==> config.mk <==
export PLATFORM = sky130hd
export DESIGN_NAME = keypad_emulator
export DESIGN_NICKNAME = d
export VERILOG_FILES = /design/src/rtl/keypad_pkg.sv /design/src/rtl/keypad_emu_fifo.sv /design/src/rtl/keypad_emulator.sv
export SDC_FILE = /design/constraint.sdc
export NUM_CORES = 1
export LEC_CHECK = 0
export ABC_AREA = 1
export CORE_MARGIN = 5
export CORE_UTILIZATION = 35
export DETAILED_ROUTE_END_ITERATION = 7
export GPL_ROUTABILITY_DRIVEN = 1
export PLACE_DENSITY = 0.59
export SYNTH_ARGS = -nofsm -noshare
export SYNTH_HDL_FRONTEND = slang
export SYNTH_SLANG_ARGS = --single-unit
export TNS_END_PERCENT = 5
==> constraint.sdc <==
create_clock -name clk -period 3.3 [get_ports clk]
set_input_delay 0.99 -clock clk [delete_from_list [all_inputs] [get_ports clk]]
set_output_delay 0.99 -clock clk [all_outputs]
set_load 0.01 [all_outputs]
==> src/rtl/keypad_pkg.sv <==
// Shared definitions for the keypad emulator: key codes, FSM state type and
// the key-code to matrix-coordinate lookup.
package keypad_pkg;

  localparam logic [3:0] KEY_0    = 4'h0;
  localparam logic [3:0] KEY_1    = 4'h1;
  localparam logic [3:0] KEY_2    = 4'h2;
  localparam logic [3:0] KEY_3    = 4'h3;
  localparam logic [3:0] KEY_4    = 4'h4;
  localparam logic [3:0] KEY_5    = 4'h5;
  localparam logic [3:0] KEY_6    = 4'h6;
  localparam logic [3:0] KEY_7    = 4'h7;
  localparam logic [3:0] KEY_8    = 4'h8;
  localparam logic [3:0] KEY_9    = 4'h9;
  localparam logic [3:0] KEY_STAR = 4'hA;
  localparam logic [3:0] KEY_HASH = 4'hB;

  typedef enum logic [1:0] {
    ST_IDLE    = 2'd0,
    ST_PRESS   = 2'd1,
    ST_RELEASE = 2'd2
  } state_e;

  // row: bit3 = top row; col: bit2 = left column; valid=0 for codes C-F
  typedef struct packed {
    logic       valid;
    logic [3:0] row;
    logic [2:0] col;
  } coord_t;

  function automatic coord_t key_to_coord(input logic [3:0] code);
    coord_t c;
    c = '0;
    c.valid = 1'b1;
    case (code)
      KEY_1:    begin c.row = 4'b1000; c.col = 3'b100; end
      KEY_2:    begin c.row = 4'b1000; c.col = 3'b010; end
      KEY_3:    begin c.row = 4'b1000; c.col = 3'b001; end
      KEY_4:    begin c.row = 4'b0100; c.col = 3'b100; end
      KEY_5:    begin c.row = 4'b0100; c.col = 3'b010; end
      KEY_6:    begin c.row = 4'b0100; c.col = 3'b001; end
      KEY_7:    begin c.row = 4'b0010; c.col = 3'b100; end
      KEY_8:    begin c.row = 4'b0010; c.col = 3'b010; end
      KEY_9:    begin c.row = 4'b0010; c.col = 3'b001; end
      KEY_STAR: begin c.row = 4'b0001; c.col = 3'b100; end
      KEY_0:    begin c.row = 4'b0001; c.col = 3'b010; end
      KEY_HASH: begin c.row = 4'b0001; c.col = 3'b001; end
      default:  c = '0;
    endcase
    return c;
  endfunction

endpackage

==> src/rtl/keypad_emu_fifo.sv <==
// Small synchronous FIFO for queued key codes. Show-ahead: dout is the head
// entry whenever empty is low. Full/empty come from an occupancy counter, so
// a push and a pop in the same cycle while full leaves the count unchanged.
module keypad_emu_fifo #(
  parameter int DEPTH = 4
) (
  input  logic       clk,
  input  logic       rstn,
  input  logic       push,
  input  logic [3:0] din,
  input  logic       pop,
  output logic [3:0] dout,
  output logic       full,
  output logic       empty
);

  localparam int AW = (DEPTH > 1) ? $clog2(DEPTH) : 1;
  localparam int CW = $clog2(DEPTH + 1);

  logic [3:0]    mem_q [DEPTH];
  logic [AW-1:0] wr_ptr_q, rd_ptr_q;
  logic [CW-1:0] count_q;
  logic          do_push, do_pop;

  assign full    = (count_q == CW'(DEPTH));
  assign empty   = (count_q == '0);
  assign do_pop  = pop & ~empty;
  assign do_push = push & (~full | do_pop);
  assign dout    = mem_q[rd_ptr_q];

  // Storage array; entries need no reset because count gates visibility.
  always_ff @(posedge clk) begin
    if (do_push) mem_q[wr_ptr_q] <= din;
  end

  // Pointers and occupancy.
  always_ff @(posedge clk or negedge rstn) begin
    if (!rstn) begin
      wr_ptr_q <= '0;
      rd_ptr_q <= '0;
      count_q  <= '0;
    end else begin
      if (do_push) wr_ptr_q <= (wr_ptr_q == AW'(DEPTH - 1)) ? '0 : wr_ptr_q + 1'b1;
      if (do_pop)  rd_ptr_q <= (rd_ptr_q == AW'(DEPTH - 1)) ? '0 : rd_ptr_q + 1'b1;
      case ({do_push, do_pop})
        2'b10:   count_q <= count_q + 1'b1;
        2'b01:   count_q <= count_q - 1'b1;
        default: count_q <= count_q;
      endcase
    end
  end

endmodule

==> src/rtl/keypad_emulator.sv <==
// Passive 4x3 matrix keypad model. Key codes arrive on a handshake, each is
// pressed for PRESS_CYCLES and then force-released for RELEASE_CYCLES.
// Optional key queue: define KEYPAD_EMU_FIFO_EN to buffer FIFO_DEPTH codes.
//
// Handshake: a code transfers on a rising clk edge where key_valid and
// key_ready are both high; key_valid may be held while key_ready is low and
// key_code must then stay stable until the transfer.
module keypad_emulator
  import keypad_pkg::*;
#(
  parameter int PRESS_CYCLES   = 300,
  parameter int RELEASE_CYCLES = 300,
  parameter int FIFO_DEPTH     = 4
) (
  input  logic       clk,
  input  logic       rstn,
  input  logic       key_valid,
  output logic       key_ready,
  input  logic [3:0] key_code,
  input  logic [3:0] keyboard_rows,
  output logic [2:0] keyboard_cols,
  output logic       busy,
  output logic       done,
  output logic       bad_code,
  output state_e     dbg_state
);

  localparam int MAXC = (PRESS_CYCLES > RELEASE_CYCLES) ? PRESS_CYCLES : RELEASE_CYCLES;
  localparam int CW   = $clog2(MAXC + 1);
  localparam logic [CW-1:0] PRESS_LAST   = CW'(PRESS_CYCLES - 1);
  localparam logic [CW-1:0] RELEASE_LAST = CW'(RELEASE_CYCLES - 1);

  state_e        state_q, state_d;
  logic [CW-1:0] cnt_q, cnt_d;
  logic [3:0]    row_mask_q, row_mask_d;
  logic [2:0]    col_mask_q, col_mask_d;
  logic          bad_q, bad_d;
  logic          done_d;
  logic          code_avail;
  logic [3:0]    code_data;
  coord_t        coord;

`ifdef KEYPAD_EMU_FIFO_EN
  logic       fifo_full, fifo_empty, fifo_pop;
  logic [3:0] fifo_dout;

  // A queued code is taken whenever the FSM is idle; a full queue can still
  // accept in the cycle it pops.
  assign fifo_pop   = (state_q == ST_IDLE) & ~fifo_empty;
  assign key_ready  = ~fifo_full | fifo_pop;
  assign code_avail = fifo_pop;
  assign code_data  = fifo_dout;

  keypad_emu_fifo #(.DEPTH(FIFO_DEPTH)) u_fifo (
    .clk   (clk),
    .rstn  (rstn),
    .push  (key_valid & key_ready),
    .din   (key_code),
    .pop   (fifo_pop),
    .dout  (fifo_dout),
    .full  (fifo_full),
    .empty (fifo_empty)
  );
`else
  // Direct transfer: the latched masks are the single holding slot, so a new
  // code is only taken while idle.
  assign key_ready  = (state_q == ST_IDLE);
  assign code_avail = key_valid;
  assign code_data  = key_code;
`endif

  assign coord = key_to_coord(code_data);

  // Next-state, counter and mask logic for IDLE -> PRESS -> RELEASE.
  always_comb begin
    state_d    = state_q;
    cnt_d      = cnt_q;
    row_mask_d = row_mask_q;
    col_mask_d = col_mask_q;
    bad_d      = 1'b0;
    done_d     = 1'b0;
    case (state_q)
      ST_IDLE: begin
        if (code_avail) begin
          if (coord.valid) begin
            row_mask_d = coord.row;
            col_mask_d = coord.col;
            cnt_d      = PRESS_LAST;
            state_d    = ST_PRESS;
          end else begin
            bad_d = 1'b1;
          end
        end
      end
      ST_PRESS: begin
        if (cnt_q == '0) begin
          row_mask_d = '0;
          col_mask_d = '0;
          cnt_d      = RELEASE_LAST;
          state_d    = ST_RELEASE;
        end else begin
          cnt_d = cnt_q - 1'b1;
        end
      end
      ST_RELEASE: begin
        if (cnt_q == '0) begin
          done_d  = 1'b1;
          state_d = ST_IDLE;
        end else begin
          cnt_d = cnt_q - 1'b1;
        end
      end
      default: begin
        row_mask_d = '0;
        col_mask_d = '0;
        state_d    = ST_IDLE;
      end
    endcase
  end

  // State register; reset clears the masks so the switch opens immediately.
  always_ff @(posedge clk or negedge rstn) begin
    if (!rstn) begin
      state_q    <= ST_IDLE;
      cnt_q      <= '0;
      row_mask_q <= '0;
      col_mask_q <= '0;
      bad_q      <= 1'b0;
    end else begin
      state_q    <= state_d;
      cnt_q      <= cnt_d;
      row_mask_q <= row_mask_d;
      col_mask_q <= col_mask_d;
      bad_q      <= bad_d;
    end
  end

  // Column return behaves like a closed switch: zero latency from the rows.
  assign keyboard_cols = ((keyboard_rows & row_mask_q) != 4'b0000) ? col_mask_q : 3'b000;
  assign busy          = (state_q != ST_IDLE);
  assign done          = done_d;
  assign bad_code      = bad_q;
  assign dbg_state     = state_q;

endmodule
==> metrics, run 1 <==
routed via count 1193; Setup WS pre-CTS -0.0829 ns; Placeable Area 0.00361 mm2; synthesized area 0.00129 mm2; H-tree levels 1; Least-Margin Pin Slew 0.276 ns; Power Total 0.00124 W; DRT Pass-1 Iters 4; Routed WL 2900 um; Seq cells post-synth 19; sequential area share after synthesis 0.369; DP Area 0.00155 mm2; Num CTS Buffers 3; largest net degree at the start of global routing 20; max-cap violations 0; Static Leak 0.793 nW; Hold Crit Class reg2reg; initial antenna violation count 0; setup ws final 0.128 ns; Setup Skew 0.00451 ns; P&R area growth vs syn 23.9%; placed cells 255; Slew headroom 0.815; Synth top area share 0.369; worst path arrival time 2.18 ns; first-pass GRT wire length 4950 um; post-synth cell types 24; vias in the first global route 1106; startpoint types input pin; TritonCTS clock tree built; initial core utilization 0.357; diodes inserted 0; post-route ant nets 0; critical setup path kind in2out; non-filler cells, final 259; Routed WL per cell 11.2 um; vias per cell 4.61; fin crit period 3.17 ns; gr usage total 0.123; clk slew on worst S/H paths 0.08 ns; RSZ-0062 raised after global routing no; Warnings, synthesis 0; initial DRC count 57; post-CTS setup buffers 0; num rows 22; Ports 20; total grt overflow 0; clk_lat worst skew 0.26 ns; Final Setup Violations 0; final hold vios 0; DRC violations left 0; chip width 70.7 um; CTS Hold Buffers Added 0; syn_nets 203; Yosys top cell by area dfrtp_1; cts repair resizes 3; status finished clean; gpl congestion 0.871; DP HPWL 2230 um; nets 229; synth top area cells dfrtp_1 (37%), nand2_1 (16%), inv_1 (7.6%), nand3_1 (6.6%), nor2_1 (6.1%); syn_area_per_cell 6.92 um2; CTS Root Cell clkbuf_8; Setup crit end kind output pin; top fanout value on the critical path 3; Pins Over Slew Limit 0; Fmax 315 MHz; Post-Syn Instances 186; critical path required time 2.31 ns; Worst IR Drop VDD 0.411 mV; layout cells sized above 1 0.0900; Sink Count 19; Pwr Density 777 mW/mm2; I/O Buffers 19; Die ar. 0.00499 mm2; deepest clock path buffer count 2; Die Y 70.7 um; design area 0.00160 mm2; final worst path period share 0.961
through the flow:
| stage | setup TNS (ns) | hold WS (ns) | util |
|---|---|---|---|
| 3_5_place_dp | -0.242 | 0.469 | 0.431 |
| 3_3_place_gp | -0.215 | 0.473 | 0.431 |
| 4_1_cts | 0 | 0.490 | 0.442 |
| 2_1_floorplan | 0 | 0.442 | - |
| 5_1_grt | 0 | 0.522 | 0.442 |
| 6_report | 0 | 0.487 | 0.442 |
layout by cell type (no fill, tap or decap):
master and n:
nor2_1 21, o21ai_1 6, nand3_1 17, nand2_2 2, ha_1 6, nand3_4 1, dfrtp_1 19, nor4_1 1
buf_4 2, a21oi_1 7, o21ai_0 5, nand2_1 55, nor3_1 2, inv_1 26, a221oi_1 1, nor2_2 2
dlygate4sd2_1 3, xor2_1 1, clkbuf_8 3, inv_4 1, clkdlybuf4s50_1 16, o22ai_1 1, o211ai_1 1, inv_2 2
nor2_4 2, clkinv_2 2, nand4_1 4, nand2_4 2
cells in the mapped netlist (all sizes together):
cell    number
dfrtp       19
xor2         1
nand2       59
nand4        4
nand3       18
a221oi       1
ha           6
clkinv       1
o211ai       1
o22ai        1
nor2        25
o21ai       11
nor4         1
a21oi        7
nor3         2
inv         29
kinds of logic after synthesis:
| kind of cell | share of synthesized area |
|---|---|
| AOI/OAI and AO/OA | 0.0875 |
| xor gates and xnor gates | 0.00680 |
| adders and majority gates | 0.0583 |
| buffers and inverters | 0.0904 |
| DFF | 0.369 |
| and+or+nand+nor | 0.388 |
power breakdown:
| part | total [W] | internal (W) | switching [W] |
|---|---|---|---|
| clock | 0.000169 | 0.0000840 | 0.0000853 |
| combinational | 0.000686 | 0.000259 | 0.000427 |
| sequential | 0.000384 | 0.000313 | 0.0000709 |
critical path, stage by stage:
cell and delay, ns:
clkdlybuf4s50_1 0.40, nand2_1 0.06, nand2_1 0.05, a221oi_1 0.21
buf_4 0.17, nor2_1 0.03, dlygate4sd2_1 0.27
registers in the layout, summed over array words and instances, names as in the netlist:
| signal | cells |
|---|---|
| cnt_q | 9 |
| row_mask_q | 4 |
| col_mask_q | 3 |
| dbg_state | 2 |
| bad_code | 1 |
path summary, 6_finish.rpt:
check	start	end	slack, ns	depth (start not counted)
setup / recovery	keyboard_rows[3]	keyboard_cols[0]	0.13	7
hold / removal	row_mask_q[0]$_DFFE_PN0P_	row_mask_q[0]$_DFFE_PN0P_	0.49	2
setup reg to reg	dbg_state[0]$_DFFE_PN0P_	cnt_q[1]$_DFFE_PN0P_	1.56	8
hold reg to reg	row_mask_q[0]$_DFFE_PN0P_	row_mask_q[0]$_DFFE_PN0P_	0.49	2
max in group asynchronous	rstn	row_mask_q[2]$_DFFE_PN0P_	2.03	2
min in group asynchronous	rstn	cnt_q[7]$_DFFE_PN0P_	1.06	2
cell type report:
class                           count  area [um2]
Inverter                           30         116
Fill cell                         374        2010
Multi-Input combinational cell    137         696
Tap cell                           48        60.1
Clock inverter                      1        5.00
Clock buffer                        3        41.3
Timing Repair Buffer               21         201
Sequential cell                    19         475
per-layer routing:
| layer | vias to the layer above | wire [um] | global-route usage |
|---|---|---|---|
| met1 | 528 | 1510 | 0.165 |
| met4 | 0 | 35 | 0.0438 |
| met3 | 2 | 97 | 0.0199 |
| met5 | - | 0 | 0 |
| li1 | 644 | - | - |
| met2 | 19 | 1260 | 0.200 |
Power figures use the tool's default switching activity.
==> run 2, diff against run 1 <==
--- a/config.mk
+++ b/config.mk
@@ -12,4 +12,5 @@
 export GPL_ROUTABILITY_DRIVEN = 1
 export PLACE_DENSITY = 0.59
+export SLEW_MARGIN = 20
 export SYNTH_ARGS = -nofsm -noshare
 export SYNTH_HDL_FRONTEND = slang
==> constraint.sdc (replaced) <==
create_clock -name clk -period 3.3 [get_ports clk]
set_input_delay 0.99 -clock clk [delete_from_list [all_inputs] [get_ports clk]]
set_output_delay 0.99 -clock clk [all_outputs]
set_load 0.1 [all_outputs]
==> metrics, run 2 (synthesis gave the netlist of run 1 again) <==
startpoint types input pin; layout cells sized above 1 0.138; Final Setup Violations 0; Reg with most FFs cnt_q; DP Area 0.00156 mm2; Least-Margin Pin Slew 0.295 ns; largest net degree at the start of global routing 20; post-route ant nets 0; CP cell instances clkdlybuf4s50_1 > nand2_1 > nand2_1 > a221oi_2 > nor2_1 > buf_12; CP max stage cell clkdlybuf4s50_1; nets 228; commonest cells after routing, fill and taps aside nand2_1 (55), inv_1 (26), nor2_1 (21); commonest non-fill, non-tap cell in the layout nand2_1; CTS Root Cell clkbuf_8; area occupied by multi-input gates 704 um2; critical setup path kind in2out; Hold Crit Start row_mask_q[3]$_DFFE_PN0P_; H-tree levels 1; Setup crit end kind output pin; Hold Crit Endpoint row_mask_q[3]$_DFFE_PN0P_; Pwr Density 902 mW/mm2; critical path required time 2.31 ns; gr usage total 0.128; total grt overflow 0; Routed WL 2920 um; initial antenna violation count 0; fin crit period 3.06 ns; RSZ-0062 raised after global routing no; routed via count 1206; Num CTS Buffers 3; CP Depth 6; max-cap violations 0; clk slew on worst S/H paths 0.09 ns; Largest regs cnt_q: 9 flops, row_mask_q: 4 flops, col_mask_q: 3 flops; top fanout value on the critical path 3; deepest clock path buffer count 2; Die Y 70.7 um; Pins Over Slew Limit 0; design area 0.00162 mm2; worst path arrival time 2.07 ns; diodes inserted 0; FF/Latch Area 475 um2; num rows 22; post-CTS setup buffers 0; Die ar. 0.00499 mm2; Static Leak 0.798 nW; gpl congestion 0.858; chip width 70.7 um; TritonCTS clock tree built; Placeable Area 0.00361 mm2; P&R area growth vs syn 25.5%; Routed WL per cell 11.3 um; vias in the first global route 1111; I/O Buffers 19; final hold vios 0; setup TNS 0 ns; vias per cell 4.67; capture point of the worst reg-to-reg path cnt_q[5]$_DFFE_PN0P_; Fmax 326 MHz; status finished clean; Fill cells 375; DP HPWL 2260 um; WP buf/inv 2; Setup Skew 0.0139 ns; Sink Count 19; initial DRC count 70; first-pass GRT wire length 5090 um; max incr delay on CP 0.40 ns; worst r2r src dbg_state[0]$_DFFE_PN0P_; delay-heaviest family, CP buffers and inverters; Worst Hold Path Cells 2; DRC violations left 0; Ports 20; Critical Path Most Common Cell nand2_1; worst hold slack 0.507 ns; reg2reg setup slack 1.63 ns; Hold Crit Class reg2reg; r2r worst-path depth 8; Power Total 0.00146 W; Slew headroom 0.803; final worst path period share 0.929; CTS Hold Buffers Added 0; placed cells 254; initial core utilization 0.357; DRT Pass-1 Iters 4; non-filler cells, final 258; Worst IR Drop VDD 0.572 mV; max reg flops 9; clk_lat worst skew 0.26 ns
==> run 2: cell types whose count changed in the layout (fill, tap and decap cells not counted), sizes merged <==
cell           change
buf                +8
clkdlybuf4s50      -6
dlygate4sd2        -3
==> run 2: stage by stage <==
stage | setup WS (ns) | util
2_1_floorplan | -0.0968 | -
3_3_place_gp | 0.0988 | 0.433
3_5_place_dp | 0.0842 | 0.433
4_1_cts | 0.0802 | 0.446
5_1_grt | 0.147 | 0.448
6_report | 0.235 | 0.448
==> run 2: tightest hold or removal path: stages (launching register included) <==
cell and delay, ns:
dfrtp_1 0.36, nand2_1 0.05, o21ai_1 0.06
==> run 2: worst max path at each step <==
stage,start,to,slack (ns)
floorplan,keyboard_rows[3],keyboard_cols[0],-0.1
global placement,keyboard_rows[3],keyboard_cols[1],0.1
detailed placement,keyboard_rows[3],keyboard_cols[0],0.08
CTS,keyboard_rows[3],keyboard_cols[0],0.08
global route,keyboard_rows[3],keyboard_cols[0],0.15
finish,keyboard_rows[1],keyboard_cols[0],0.24
==> run 2: final cells by class <==
class	count	area share
Timing Repair Buffer	20	0.132
Clock inverter	1	0.00310
Clock buffer	3	0.0256
Multi-Input combinational cell	137	0.436
Tap cell	48	0.0372
Sequential cell	19	0.294
Inverter	30	0.0720
==> run 2: report_power, final <==
| group | internal (W) | switching [W] | leakage, nW |
|---|---|---|---|
| Sequential | 0.000313 | 0.0000706 | 0.244 |
| Combinational | 0.000257 | 0.000646 | 0.529 |
| Clock | 0.0000841 | 0.0000854 | 0.0255 |
==> run 2: layer usage <==
metal / track usage / up-vias / share of wire
li1: - / 639 / -
met3: 0.0241 / 2 / 0.030
met4: 0.0501 / 0 / 0.0096
met5: 0 / - / 0
met2: 0.203 / 14 / 0.46
met1: 0.171 / 551 / 0.50
==> run 2: repair_timing <==
item                       CTS  global route
hold endpoints to repair     0             0
setup endpoints to repair    0             1
resized for setup            0             1
==> run 3, diff against run 2 <==
Settings changed: ABC_CLOCK_PERIOD_IN_PS from default to 3300, HOLD_SLACK_MARGIN from default to 0.02, SETUP_SLACK_MARGIN from default to 0.15.
==> results of run 3 <==
Same layout as run 2 (identical final DEF). Status: finished clean.
Among the figures that moved: number of gates resized after CTS 0 -> 1
